## src/rtl/line_arbiter.sv

```systemverilog
// -----------------------------------------------------------------------------
// line_arbiter
//
// Shares the single cache-line port of the burst adaptor between the
// instruction cache and the data cache. One client owns the port at a time;
// ownership lasts until the adaptor's completion. Every transaction is
// followed by a single dead cycle. That cycle lets the client lower its
// request before the arbiter looks at requests again.
//
// Tie-break when both caches request in the same idle cycle:
//   DATA_PRIO = 1 : the data cache always wins.
//   DATA_PRIO = 0 : the client that did not win the previous grant is chosen.
//                   The history starts at "instruction", so data wins the
//                   first tie after reset.
//
// Ports
//   clk, rst                   clock, synchronous active-high reset
//   instr_cache_*              icache side: address, read, write, writeback
//                              line in; fill line and completion pulse out
//   data_cache_*               dcache side, same shape as the icache side
//   cache_address/read/write   request to the adaptor
//   cache_to_pmem              writeback line to the adaptor
//   pmem_to_cache, cache_resp  fill line and completion from the adaptor
// -----------------------------------------------------------------------------
module line_arbiter #(
    parameter int LINE_W    = 256,
    parameter int ADDR_W    = 32,
    parameter int DATA_PRIO = 0
) (
    input  logic              clk,
    input  logic              rst,

    input  logic [ADDR_W-1:0] instr_cache_address,
    input  logic              instr_cache_read,
    input  logic              instr_cache_write,
    input  logic [LINE_W-1:0] instr_cache_to_pmem,
    output logic [LINE_W-1:0] instr_pmem_to_cache,
    output logic              instr_cache_resp,

    input  logic [ADDR_W-1:0] data_cache_address,
    input  logic              data_cache_read,
    input  logic              data_cache_write,
    input  logic [LINE_W-1:0] data_cache_to_pmem,
    output logic [LINE_W-1:0] data_pmem_to_cache,
    output logic              data_cache_resp,

    output logic [ADDR_W-1:0] cache_address,
    output logic              cache_read,
    output logic              cache_write,
    output logic [LINE_W-1:0] cache_to_pmem,
    input  logic [LINE_W-1:0] pmem_to_cache,
    input  logic              cache_resp
);

    typedef enum logic [1:0] {
        IDLE  = 2'd0,
        GNT_I = 2'd1,
        GNT_D = 2'd2,
        GAP   = 2'd3
    } state_t;

    localparam logic LAST_I      = 1'b0;
    localparam logic LAST_D      = 1'b1;
    localparam logic DATA_PRIO_C = (DATA_PRIO != 0);

    state_t state_r;
    logic   last_grant_r;
    logic   req_i_s;
    logic   req_d_s;
    logic   tie_to_d_s;

    assign req_i_s = instr_cache_read | instr_cache_write;
    assign req_d_s = data_cache_read  | data_cache_write;

    // On a tie, data wins under fixed priority or when icache had the last grant.
    assign tie_to_d_s = DATA_PRIO_C | (last_grant_r == LAST_I);

    // Grant state machine and grant history.
    always_ff @(posedge clk) begin
        if (rst) begin
            state_r      <= IDLE;
            last_grant_r <= LAST_I;
        end else begin
            case (state_r)
                IDLE: begin
                    if (req_d_s && (!req_i_s || tie_to_d_s)) begin
                        state_r      <= GNT_D;
                        last_grant_r <= LAST_D;
                    end else if (req_i_s) begin
                        state_r      <= GNT_I;
                        last_grant_r <= LAST_I;
                    end else begin
                        state_r      <= IDLE;
                    end
                end
                GNT_I: begin
                    if (cache_resp) begin
                        state_r <= GAP;
                    end else begin
                        state_r <= GNT_I;
                    end
                end
                GNT_D: begin
                    if (cache_resp) begin
                        state_r <= GAP;
                    end else begin
                        state_r <= GNT_D;
                    end
                end
                GAP: begin
                    state_r <= IDLE;
                end
                default: begin
                    state_r <= IDLE;
                end
            endcase
        end
    end

    // Route the granted client onto the adaptor port.
    // rst also forces every output low, so a transaction that reset
    // interrupts can never emit a completion pulse.
    always_comb begin
        cache_address       = {ADDR_W{1'b0}};
        cache_read          = 1'b0;
        cache_write         = 1'b0;
        cache_to_pmem       = {LINE_W{1'b0}};
        instr_pmem_to_cache = {LINE_W{1'b0}};
        instr_cache_resp    = 1'b0;
        data_pmem_to_cache  = {LINE_W{1'b0}};
        data_cache_resp     = 1'b0;
        if (rst) begin
            cache_read = 1'b0;
        end else begin
            case (state_r)
                GNT_I: begin
                    cache_address       = instr_cache_address;
                    cache_read          = instr_cache_read;
                    cache_write         = instr_cache_write;
                    cache_to_pmem       = instr_cache_to_pmem;
                    instr_pmem_to_cache = pmem_to_cache;
                    instr_cache_resp    = cache_resp;
                end
                GNT_D: begin
                    cache_address       = data_cache_address;
                    cache_read          = data_cache_read;
                    cache_write         = data_cache_write;
                    cache_to_pmem       = data_cache_to_pmem;
                    data_pmem_to_cache  = pmem_to_cache;
                    data_cache_resp     = cache_resp;
                end
                default: begin
                    cache_read = 1'b0;
                end
            endcase
        end
    end

endmodule

```

## config.mk

```make
export PLATFORM = sky130hd
export DESIGN_NAME = line_arbiter
export DESIGN_NICKNAME = d
export VERILOG_FILES = /design/src/rtl/line_arbiter.sv
export SDC_FILE = /design/constraint.sdc
export NUM_CORES = 1
export LEC_CHECK = 0
export ABC_AREA = 1
export ABC_CLOCK_PERIOD_IN_PS = 2400
export BUFFER_PORTS_ARGS = -buffer_cell sky130_fd_sc_hd__buf_2
export CORE_AREA = 2 2 643 645
export CTS_CLUSTER_SIZE = 16
export DETAILED_ROUTE_END_ITERATION = 8
export DIE_AREA = 0 0 645 647
export MAX_ROUTING_LAYER = met4
export SYNTH_ARGS = -nofsm -noshare
export SYNTH_HDL_FRONTEND = slang
export SYNTH_SLANG_ARGS = --single-unit
```

## constraint.sdc

```tcl
create_clock -name clk -period 2.4 [get_ports clk]
set_clock_uncertainty 0.2 [all_clocks]
set_input_delay 0.72 -clock clk [delete_from_list [all_inputs] [get_ports clk]]
set_output_delay 0.72 -clock clk [all_outputs]
set_load 0.02 [all_outputs]
```

==> summary by stage <==
STA
For the final routed database, the setup TNS stands at -371.10 ns. The count of final setup violators is 804. The transition time at the pin with the least slew margin is 0.976 ns. The number of hold violations in the final report is 0. Static timing analysis puts the maximum clock frequency at 320 MHz.

The worst path in the final design needs a cycle of 3.12 ns, including I/O delays and setup. The final count of pins violating max slew came to 0. The share of the clock period used by the worst path after layout is 130%.

The worst max-slew margin expressed relative to the limit is 34.9%. The least setup slack across all paths after layout is -0.725 ns. Setup repair after global routing could not meet its margin everywhere.

Worst setup path
The end point of the critical path is cache_to_pmem[93]. The kind of cell with the highest combined delay along the critical path is buffers and inverters. The setup slack on the worst flop-to-flop path is 0.34 ns. The critical path's largest stage delay is 0.45 ns. The signal on the critical path passes through buf_12 -> inv_12 -> nand2_8 -> buf_12 -> buf_16 -> buf_12 -> a21oi_4 -> buf_12. The worst setup path is launched from a primary input. The launching instance or port of the critical path is rst. By startpoint and endpoint, the worst setup path is classified as in -> out.

The largest fanout on the critical path is 8. By instance count, the cell type seen most on the critical path is buf_12. The critical path contains buffers and inverters numbering 6 combined.

The critical path arrival is 2.20 ns. The data required time of the worst path is 1.48 ns. The worst register-to-register path has a depth of 11. In this run the critical register-to-register path is captured at state_r[1]$_SDFF_PP0_.

The number of gates on the worst path with buffers counted is 8. The worst register-to-register path begins at state_r[0]$_SDFF_PP0_. The slowest stage of the critical path belongs to the cell a21oi_4. The type of element capturing the critical path is a primary output.

Floorplan
The area of the core is 0.411 mm2. Row generation in the floorplan step produced 236 rows. From left edge to right edge, the die measures 645 um.

1643 I/O pins were placed. The effective utilization at floorplan is 1.84%. In this run the vertical extent of the chip is 647 um. The die covers 0.417 mm2.

Cells and area
The filler cell count is 48390. The sequential cell area is 62.6 um2. The library cell used most frequently in the layout, excluding fill and tap cells, is buf_2. The area growth from synthesis to layout is 400%. The final net count is 4758. The number of non-filler instances in the completed layout is 9637. The area of combinational cells with multiple inputs is 0.00790 mm2. The core occupancy in the finished layout is 9.22%.

Cells with a size suffix above 1 make up 65.5% of the layout. Leaving out fill and tap cells, the most frequent cells in the layout are buf_2 (1256), buf_12 (491), nor2_1 (466).

Global routing
The overall fraction of global-route tracks in use is 17.7%. The number of antenna violations at the first check in global routing is 380. The aggregate global routing overflow is 0. The first global-routing pass estimated 418000 um of wire. The pin count of the biggest net entering global routing is 54.

The number of global-route vias before repair was 20728.

Power
Dividing total power by cell area gives a power density of 831 mW/mm2. The total power is 31.5 mW. The peak supply drop is 0.699 mV. The static leakage is 16.9 nW.

Placement
The HPWL after detailed placement is 353000 um. Before CTS, the worst setup slack after placement is -1.76 ns. Input and output buffers added on the ports amount to 1642. At the end of routability-driven placement, the weighted congestion stood at 0.939. The placed cell count is 9281.

Min path
The worst hold path was traced through 2 stages. The min-delay analysis places its worst path in the category reg -> reg.

Logic synthesis
The distinct cell type count after synthesis is 12. After synthesis the netlist holds a flip-flop and latch count of 3. Synthesis produced 1828 cells. The netlist area before placement is 0.00757 mm2. Dividing the synthesized area by the synthesized cell count gives 4.14 um2. The Yosys step of the flow raised 0 warnings. The synthesized net count is 2671.

The part of the Yosys area used for sequential elements is 0.793%.

Routing
After the first detailed-routing iteration, the DRC count stood at 1699. The count of nets left with antenna violations after detail routing is 0. Using the TritonRoute via totals, the vias-per-cell ratio works out to 2.35. The number of detailed-route iterations in the first pass is 7. The residual DRC count is 0.

After detailed routing, the average wire length per cell comes to 39.2 um. The total vias in the final route is 22616. The routed wire length is 378000 um.

Clocking
TritonCTS built the clock tree. Clock tree synthesis found a total of 3 sinks. The cell sitting at the root of the clock tree is a clkbuf_16. CTS built an H-tree with a depth of 1. Clock latency on the worst-skew pair, taken at its later pin, is 0.22 ns. The clock-pin slew on the worst setup and hold paths is 0.03 ns. The CTS buffer count is 3. Counting along the longest clock path gives a buffer depth of 2.

Outcome
The final reports fail on negative setup slack. The run finished, with violations left.

Job
The number of max-cap violations is 0.
==> repair_timing <==
item	CTS	global route
hold buffers	0	0
gates resized for setup	401	479
setup buffers	55	43
pin swaps	42	84
hold endpoints to repair	0	0
cloned	19	21
setup endpoints to repair	804	804
==> worst min path at each step <==
stage	from	end	slack, ns
2_1_floorplan	last_grant_r$_SDFFE_PP0P_	last_grant_r$_SDFFE_PP0P_	0.24
3_3_place_gp	last_grant_r$_SDFFE_PP0P_	last_grant_r$_SDFFE_PP0P_	0.28
3_5_place_dp	last_grant_r$_SDFFE_PP0P_	last_grant_r$_SDFFE_PP0P_	0.28
4_1_cts	last_grant_r$_SDFFE_PP0P_	last_grant_r$_SDFFE_PP0P_	0.28
5_1_grt	last_grant_r$_SDFFE_PP0P_	last_grant_r$_SDFFE_PP0P_	0.31
6_report	last_grant_r$_SDFFE_PP0P_	last_grant_r$_SDFFE_PP0P_	0.29
==> flip-flops by register name (all words and copies together), names as in the netlist <==
signal / count
last_grant_r: 1
state_r: 2
==> synth_stat cells <==
cell	number	area, um2
buf_2	140	701
dfxtp_1	3	60.1
clkbuf_1	3	11.3
inv_1	260	976
o21ai_0	2	10.0
nand3_1	1	5.00
buf_6	11	124
ha_1	4	50.1
nand2_1	588	2210
inv_2	1	3.75
nor2_1	522	1960
a21oi_1	293	1470
==> cell families (layout without fill, tap and decap cells) <==
family	after synthesis	count (layout)	synth area share, %
simple gates	1111	1111	55.1
flops	3	3	0.793
compound gates	295	295	19.5
buf+inv	415	2501	24.0
fa+ha+maj	4	4	0.661
other cells	0	249	0
==> through the flow <==
stage,hold WS (ns),instance area [um2]
after floorplan,0.244,7570
after global placement,0.277,32200
after detailed placement,0.276,32300
after CTS,0.282,35000
after global routing,0.312,37800
final,0.287,37900
==> where the power goes <==
| part | switching [mW] | internal [mW] |
|---|---|---|
| Clock | 0.0462 | 0.219 |
| Combinational | 18.0 | 13.1 |
| Sequential | 0.0268 | 0.0794 |
| Total | 18.1 | 13.4 |
==> layer usage <==
metal,up-vias,wire [um],track usage [%]
met3,541,34300,6.44
met4,0,13100,4.51
met1,10391,129000,17.2
met5,-,0,-
li1,9911,-,-
met2,1773,201000,32.9
==> final cells by class <==
class                   count  share of cell area (%)
repair buffers           2236                    56.4
multi-input cells        1410                    20.8
well taps                5474                    18.1
inverters                 261                    2.63
diodes                    249                    1.64
clock buffers               4                   0.208
flip-flops and latches      3                   0.165
==> worst register-to-register path, stage by stage, from the launching register on <==
cell and delay, ns:
dfxtp_2 0.33, buf_6 0.12, ha_4 0.16, buf_4 0.14, buf_16 0.16, bufbuf_16 0.29
buf_4 0.15, nand2_1 0.06, nor2_1 0.04, buf_4 0.15, nor2_1 0.11, a21oi_1 0.04
Note: power is estimated with default switching activity, not from simulation.
